<file path="config.mk">
export PLATFORM = sky130hd
export DESIGN_NAME = rom_dl_router
export DESIGN_NICKNAME = d
export VERILOG_FILES = /design/src/rtl/rom_dl_router.sv
export SDC_FILE = /design/constraint.sdc
export NUM_CORES = 1
export LEC_CHECK = 0
export CAP_MARGIN = 20
export CORE_UTILIZATION = 47
export DETAILED_ROUTE_END_ITERATION = 8
export PLACE_DENSITY = 0.76
export REMOVE_ABC_BUFFERS = 1
export SLEW_MARGIN = 20
export SYNTH_ARGS = -nofsm -noshare
export SYNTH_HDL_FRONTEND = slang
export SYNTH_SLANG_ARGS = --single-unit
</file>
<file path="constraint.sdc">
create_clock -name clk -period 6 [get_ports clk]
set_clock_uncertainty 0.2 [all_clocks]
set_input_delay 1.5 -clock clk [delete_from_list [all_inputs] [get_ports clk]]
set_output_delay 1.5 -clock clk [all_outputs]
set_load 0.01 [all_outputs]
</file>
<file path="src/rtl/rom_dl_router.sv">
// ROM download router: steers ioctl index-0 bytes to SDRAM port1/port2 or BRAM using
// ack-checked toggle handshakes, with backpressure, ack timeout and a sticky rom_loaded flag.
module rom_dl_router #(
  parameter logic [24:0] CPU_END  = 25'h0009FFF,
  parameter logic [24:0] SP_BASE  = 25'h0010000,
  parameter logic [24:0] SP_END   = 25'h001BFFF,
  parameter logic [24:0] BRAM_END = 25'h001C31F,
  parameter logic [24:0] ROM_SIZE = 25'h001C320,
  parameter logic [7:0]  ACK_TMO  = 8'd255
) (
  input  logic        clk,
  input  logic        reset_n,
  input  logic        ioctl_download,
  input  logic [7:0]  ioctl_index,
  input  logic        ioctl_wr,
  input  logic [24:0] ioctl_addr,
  input  logic [7:0]  ioctl_dout,
  output logic        ioctl_wait,
  output logic        p1_req,
  input  logic        p1_ack,
  output logic [22:0] p1_a,
  output logic [1:0]  p1_ds,
  output logic [15:0] p1_d,
  output logic        p2_req,
  input  logic        p2_ack,
  output logic [22:0] p2_a,
  output logic [1:0]  p2_ds,
  output logic [15:0] p2_d,
  output logic        bram_wr,
  output logic [16:0] bram_addr,
  output logic [7:0]  bram_d,
  output logic        rom_loaded,
  output logic        dl_err
);

  typedef enum logic [1:0] {
    ST_IDLE     = 2'd0,
    ST_ISSUE    = 2'd1,
    ST_WAIT_ACK = 2'd2
  } state_t;

  typedef enum logic [1:0] {
    DST_P1   = 2'd0,
    DST_P2   = 2'd1,
    DST_BRAM = 2'd2,
    DST_DROP = 2'd3
  } dest_t;

  function automatic dest_t decode_dest(input logic [24:0] a);
    dest_t d;
    if (a <= CPU_END) begin
      d = DST_P1;
    end else if ((a >= SP_BASE) && (a <= SP_END)) begin
      d = DST_P2;
    end else if (a <= BRAM_END) begin
      d = DST_BRAM;
    end else begin
      d = DST_DROP;
    end
    return d;
  endfunction

  state_t      state_r, state_next_s;
  logic        wr_last_r, dl_last_r;
  logic [24:0] cur_addr_r, pend_addr_r;
  logic [7:0]  cur_data_r, pend_data_r;
  logic        pend_vld_r;
  logic        p1_req_r, p2_req_r;
  logic [22:0] p1_a_r, p2_a_r;
  logic [1:0]  p1_ds_r, p2_ds_r;
  logic [15:0] p1_d_r, p2_d_r;
  logic        bram_wr_r;
  logic [16:0] bram_addr_r;
  logic [7:0]  bram_d_r;
  logic [7:0]  tmo_r;
  logic [24:0] count_r;
  logic        loaded_r, arm_r, err_r;

  logic        wr_rise_s, dl_rise_s, dl_fall_s, take_s, idle_s, lost_s, quiet_s;
  logic        ack_match_s, tmo_err_s;
  dest_t       cur_dest_s;
  logic [23:0] p2_off_s;

  assign wr_rise_s   = ioctl_wr & ~wr_last_r;
  assign dl_rise_s   = ioctl_download & ~dl_last_r;
  assign dl_fall_s   = ~ioctl_download & dl_last_r;
  assign take_s      = reset_n & ioctl_download & (ioctl_index == 8'd0) & wr_rise_s;
  assign idle_s      = (state_r == ST_IDLE);
  assign lost_s      = take_s & ~idle_s & pend_vld_r;
  assign quiet_s     = idle_s & ~pend_vld_r;
  assign cur_dest_s  = decode_dest(cur_addr_r);
  assign p2_off_s    = cur_addr_r[23:0] - SP_BASE[23:0];
  assign ack_match_s = (cur_dest_s == DST_P2) ? (p2_ack == p2_req_r) : (p1_ack == p1_req_r);
  assign tmo_err_s   = (state_r == ST_WAIT_ACK) & ~ack_match_s & (tmo_r == 8'd0);

  // Backpressure rises combinationally on the accept cycle so hps_io stalls at once
  assign ioctl_wait = reset_n & (~idle_s | pend_vld_r | take_s);

  assign p1_req     = p1_req_r;
  assign p1_a       = p1_a_r;
  assign p1_ds      = p1_ds_r;
  assign p1_d       = p1_d_r;
  assign p2_req     = p2_req_r;
  assign p2_a       = p2_a_r;
  assign p2_ds      = p2_ds_r;
  assign p2_d       = p2_d_r;
  assign bram_wr    = bram_wr_r;
  assign bram_addr  = bram_addr_r;
  assign bram_d     = bram_d_r;
  assign rom_loaded = loaded_r;
  assign dl_err     = err_r;

  // Edge detectors for the write strobe and the download flag
  always_ff @(posedge clk) begin
    if (!reset_n) begin
      wr_last_r <= 1'b0;
      dl_last_r <= 1'b0;
    end else begin
      wr_last_r <= ioctl_wr;
      dl_last_r <= ioctl_download;
    end
  end

  // FSM state register
  always_ff @(posedge clk) begin
    if (!reset_n) begin
      state_r <= ST_IDLE;
    end else begin
      state_r <= state_next_s;
    end
  end

  // FSM next-state logic
  always_comb begin
    state_next_s = state_r;
    case (state_r)
      ST_IDLE: begin
        if (pend_vld_r || take_s) begin
          state_next_s = ST_ISSUE;
        end else begin
          state_next_s = ST_IDLE;
        end
      end
      ST_ISSUE: begin
        if ((cur_dest_s == DST_P1) || (cur_dest_s == DST_P2)) begin
          state_next_s = ST_WAIT_ACK;
        end else begin
          state_next_s = ST_IDLE;
        end
      end
      ST_WAIT_ACK: begin
        if (ack_match_s || (tmo_r == 8'd0)) begin
          state_next_s = ST_IDLE;
        end else begin
          state_next_s = ST_WAIT_ACK;
        end
      end
      default: begin
        state_next_s = ST_IDLE;
      end
    endcase
  end

  // Current-byte latch plus 1-deep pending slot; a waiting byte always wins over a new edge
  always_ff @(posedge clk) begin
    if (!reset_n) begin
      cur_addr_r  <= 25'd0;
      cur_data_r  <= 8'd0;
      pend_addr_r <= 25'd0;
      pend_data_r <= 8'd0;
      pend_vld_r  <= 1'b0;
    end else if (idle_s) begin
      if (pend_vld_r) begin
        cur_addr_r <= pend_addr_r;
        cur_data_r <= pend_data_r;
        if (take_s) begin
          pend_addr_r <= ioctl_addr;
          pend_data_r <= ioctl_dout;
        end else begin
          pend_vld_r <= 1'b0;
        end
      end else if (take_s) begin
        cur_addr_r <= ioctl_addr;
        cur_data_r <= ioctl_dout;
      end
    end else if (take_s && !pend_vld_r) begin
      pend_addr_r <= ioctl_addr;
      pend_data_r <= ioctl_dout;
      pend_vld_r  <= 1'b1;
    end
  end

  // Port outputs load only in ISSUE, so they stay stable from req toggle until ack
  always_ff @(posedge clk) begin
    if (!reset_n) begin
      p1_req_r    <= 1'b0;
      p1_a_r      <= 23'd0;
      p1_ds_r     <= 2'd0;
      p1_d_r      <= 16'd0;
      p2_req_r    <= 1'b0;
      p2_a_r      <= 23'd0;
      p2_ds_r     <= 2'd0;
      p2_d_r      <= 16'd0;
      bram_wr_r   <= 1'b0;
      bram_addr_r <= 17'd0;
      bram_d_r    <= 8'd0;
    end else begin
      bram_wr_r <= 1'b0;
      if (state_r == ST_ISSUE) begin
        case (cur_dest_s)
          DST_P1: begin
            p1_req_r <= ~p1_req_r;
            p1_a_r   <= cur_addr_r[23:1];
            p1_ds_r  <= {cur_addr_r[0], ~cur_addr_r[0]};
            p1_d_r   <= {cur_data_r, cur_data_r};
          end
          DST_P2: begin
            // Sprite bytes are interleaved into 32-bit words on the SDRAM side
            p2_req_r <= ~p2_req_r;
            p2_a_r   <= {p2_off_s[23:16], p2_off_s[13:0], p2_off_s[15]};
            p2_ds_r  <= {p2_off_s[14], ~p2_off_s[14]};
            p2_d_r   <= {cur_data_r, cur_data_r};
          end
          DST_BRAM: begin
            bram_wr_r   <= 1'b1;
            bram_addr_r <= cur_addr_r[16:0];
            bram_d_r    <= cur_data_r;
          end
          default: begin
          end
        endcase
      end
    end
  end

  // Ack timeout counter and sticky error flag (cleared when a new download starts)
  always_ff @(posedge clk) begin
    if (!reset_n) begin
      tmo_r <= 8'd0;
      err_r <= 1'b0;
    end else begin
      if (state_r == ST_ISSUE) begin
        tmo_r <= ACK_TMO;
      end else if ((state_r == ST_WAIT_ACK) && !ack_match_s && (tmo_r != 8'd0)) begin
        tmo_r <= tmo_r - 8'd1;
      end
      if (tmo_err_s || lost_s) begin
        err_r <= 1'b1;
      end else if (dl_rise_s) begin
        err_r <= 1'b0;
      end
    end
  end

  // Byte counter and rom_loaded; arm_r defers the flag until an in-flight write drains
  always_ff @(posedge clk) begin
    if (!reset_n) begin
      count_r  <= 25'd0;
      loaded_r <= 1'b0;
      arm_r    <= 1'b0;
    end else begin
      if (dl_rise_s) begin
        count_r <= (take_s && !lost_s) ? 25'd1 : 25'd0;
      end else if (take_s && !lost_s && (count_r != 25'h1FFFFFF)) begin
        count_r <= count_r + 25'd1;
      end
      if (dl_fall_s && (count_r >= ROM_SIZE)) begin
        if (quiet_s) begin
          loaded_r <= 1'b1;
        end else begin
          arm_r <= 1'b1;
        end
      end else if (arm_r && quiet_s) begin
        loaded_r <= 1'b1;
        arm_r    <= 1'b0;
      end else if (dl_rise_s) begin
        arm_r <= 1'b0;
      end
    end
  end

endmodule

</file>
==> impl_metrics.py, run 1 <==
metrics = {
    "outcome": {
        "status": "completed",
    },
    "route": {
        "drt_iter0_drc": 536,
        "first_pass_iters": 5,
        "viasPerCell": 5.480,
        "drc": 0,
        "wirelength_um": 20600,
        "avgRoutedWirePerCell_um": 15.27,
        "num_vias": 7392,
        "ant_nets": 0,
    },
    "logic_synthesis": {
        "yosysTopAreaCellShare": 0.4819,
        "ys_seq_area_frac": 0.4819,
        "synth_top_flop_cell": "dfxtp_1",
        "netlist_instances": 1005,
        "yosys_warnings": 0,
        "synthTopCellsByArea": "dfxtp_1 (48%), nand2_1 (8.5%), a21oi_1 (8.0%)",
        "synth_area_per_cell_um2": 8.308,
        "synthMuxAreaShare": 0.04196,
        "ys_types": 59,
        "synth_compound_area_frac": 0.1777,
        "synthArstFlopShare": 0,
        "synth-seq-cells": 201,
        "synth_top_area_cell": "dfxtp_1",
        "syn-cell-area_um2": 8349,
        "synth_top_family_by_area": "simple AND/OR/NAND/NOR gates",
        "synth_fa_ha_area_frac": 0.01049,
        "synth-simple-area-share": 0.2134,
        "synth_edf_count": 0,
        "synthXorXnorAreaFrac": 0.01783,
    },
    "place": {
        "place_worst_setup_slack_ns": 0.7858,
        "hpwl_um": 13670,
        "place_area_um2": 9931,
        "gp_congestion": 0.8050,
        "numPortBuffers": 159,
    },
    "setup_path": {
        "worstPathMaxFanout": 5,
        "cp.required_ns": 4.30,
        "endpoint_kind": "output port",
        "arrival_ns": 3.51,
        "start_kind": "primary input",
        "critPathKind": "primary input to output port",
    },
    "clock_tree": {
        "numCtsBuffers": 22,
        "h-tree-depth": 1,
        "clkLatencyLatePin_ns": 0.49,
        "ctsHoldBuffers": 0,
        "cts_resized": 0,
        "cts-root-buf": "clkbuf_16",
        "cts_buffer_depth": 3,
        "clkSinkCount": 201,
        "clkTransAtPathRegs_ns": 0.05,
        "postCtsSetupBuffers": 0,
        "cts_tree": "yes",
    },
    "sta": {
        "max_clock_freq_ghz": 0.1919,
        "slew_headroom": 0.3214,
        "worst_pin_slew_ns": 1.018,
        "fin_crit_sh": 0.8683,
        "slew_violations": 0,
        "period_minus_slack_ns": 5.210,
        "final_hold_viol_count": 0,
        "setup_ws_ns": 0.7900,
        "fin_tns_setup_ns": 0,
        "setup_violations": 0,
        "rsz0062_at_grt": "false",
    },
    "layout": {
        "num_antenna_cells": 0,
        "area_growth_pct": 26.64,
        "layout.nets": 1167,
        "final_cell_area_um2": 10570,
        "utilization": 0.6113,
        "drive_gt1_frac": 0.05338,
    },
    "power_and_ir_drop": {
        "vdd_drop_max_mv": 0.1763,
        "p_leak_nw": 3.411,
        "power.density_nw_per_um2": 248.4,
        "p_total_w": 0.002627,
    },
    "floorplanning": {
        "rows": 48,
        "dieArea_um2": 18300,
        "io_pins": 160,
        "start_util": 0.4827,
        "core_um2": 17300,
        "dieWidth_um": 135.3,
        "die_y_um": 135.3,
    },
    "global_routing": {
        "groute.usage.overall": 0.2196,
        "grt_pass1_vias": 6400,
        "grt_max_degree": 92,
        "grt_pass1_wl_um": 32650,
        "antenna_found_initial": 0,
        "gr-total-overflow": 0,
    },
    "hold_path": {
        "worstHoldPathType": "flip-flop to flip-flop",
    },
    "job": {
        "maxCapViolations": 0,
    },
}
-- registers in the layout, indices dropped and copies added, names as in the netlist, 2 cells and up --
name / flops
p1_d: 8
state_r: 2
cur_addr_r: 25
tmo_r: 8
p1_a: 23
p2_ds: 2
bram_d: 8
pend_addr_r: 25
bram_addr: 17
cur_data_r: 8
p1_ds: 2
count_r: 25
pend_data_r: 8
p2_d: 8
p2_a: 23
-- cells in the final DEF, fill, tap and decap left out, types with 23 or more instances in the layout --
master	n
nor2_1	62
mux2i_1	35
clkbuf_16	23
clkdlybuf4s50_1	159
a211oi_1	34
nand2_1	189
a21oi_1	133
nand3_1	43
o21ai_0	30
dfxtp_1	200
-- final timing paths --
kind,startpoint,slack (ns),cells past startpoint,end
hold reg to reg,pend_addr_r[1],0.25,2,pend_addr_r[1]
setup / recovery,ioctl_index[1],0.79,6,ioctl_wait
hold / removal,pend_addr_r[1],0.25,2,pend_addr_r[1]
setup reg to reg,cur_addr_r[18],2.76,6,tmo_r[2]
-- per-stage QoR --
stage | instances | hold slack (ns)
floorplan | 920 | 0.2315
global placement | 1314 | 0.2371
detailed placement | 1314 | 0.2435
CTS | 1349 | 0.2511
global route | 1349 | 0.2624
finish | 1349 | 0.2514
-- layout make-up --
cell class | instances | area [um^2]
clock buffers | 31 | 615.6
well taps | 225 | 281.5
repair buffers | 169 | 1667
flip-flops and latches | 201 | 4025
multi-input cells | 698 | 3876
fillers | 1511 | 6723
inverters | 21 | 81.33
clock inverters | 4 | 27.53
-- per-layer routing --
metal / vias to the layer above / wire length (um) / GRT usage
met5: - / 0 / 0
met4: 0 / 252 / 0.05493
met3: 17 / 1156 / 0.03030
met2: 216 / 9740 / 0.3601
met1: 3460 / 9448 / 0.3034
li1: 3699 / - / -
-- cell usage after synthesis, types with 2 or more instances --
| cell type | count |
|---|---|
| o311a_1 | 2 |
| o21ai_1 | 18 |
| or2_2 | 2 |
| o41ai_1 | 3 |
| o211ai_1 | 6 |
| nor2b_1 | 2 |
| and2_1 | 5 |
| nor4_2 | 2 |
| o31ai_1 | 3 |
| ha_1 | 7 |
| nand4b_1 | 2 |
| nand3_1 | 43 |
| nor4_1 | 7 |
| clkbuf_1 | 51 |
| nand2b_1 | 3 |
| nand4_1 | 10 |
| buf_2 | 12 |
| a211oi_1 | 34 |
| nor3_1 | 11 |
| nor2_1 | 66 |
| or4_1 | 5 |
| nand2_1 | 190 |
| dfxtp_1 | 201 |
| a31oi_1 | 5 |
| a21oi_1 | 133 |
| and4_1 | 2 |
| and3_1 | 15 |
| o21a_1 | 4 |
| mux2i_1 | 35 |
| buf_4 | 16 |
| xor2_1 | 9 |
| o21ai_0 | 30 |
| xnor2_1 | 8 |
| or3_1 | 14 |
| inv_1 | 20 |
| buf_1 | 6 |
-- cell families after synthesis --
kind of cell | Yosys count
AO/OA/AOI/OAI | 252
XOR/XNOR | 17
adder cells (fa/ha/maj) | 7
buffers and inverters | 106
flip-flops | 201
multiplexers | 35
AND/OR/NAND/NOR | 387
-- worst max-delay path, stage by stage --
cell             delay, ns
clkdlybuf4s50_1       0.39
or4_1                 0.59
nor3_4                0.30
nor3_1                0.07
nor2_1                0.11
clkdlybuf4s50_1       0.54
-- power by group --
group / internal [W] / switching (W)
sequential: 0.00134 / 0.00000101
combinational: 0.0000348 / 0.0000404
clock: 0.000710 / 0.000505
(Power assumes the default switching activity.)
==> run 2: changes to the inputs <==
--- a/config.mk
+++ b/config.mk
@@ -7,6 +7,7 @@
 export LEC_CHECK = 0
 export CAP_MARGIN = 20
 export CORE_UTILIZATION = 47
+export CTS_CLUSTER_SIZE = 25
 export DETAILED_ROUTE_END_ITERATION = 8
 export PLACE_DENSITY = 0.76
 export REMOVE_ABC_BUFFERS = 1
==> results of run 2 <==
No change in the layout: final DEF, timing and power equal those of run 1.
==> run 3: changes to the inputs <==
--- a/config.mk
+++ b/config.mk
@@ -5,7 +5,7 @@
 export SDC_FILE = /design/constraint.sdc
 export NUM_CORES = 1
 export LEC_CHECK = 0
-export CAP_MARGIN = 20
+export CAP_MARGIN = 10
 export CORE_UTILIZATION = 47
 export CTS_CLUSTER_SIZE = 25
 export DETAILED_ROUTE_END_ITERATION = 8
==> results of run 3 <==
No change in the layout: final DEF, timing and power equal those of run 1.
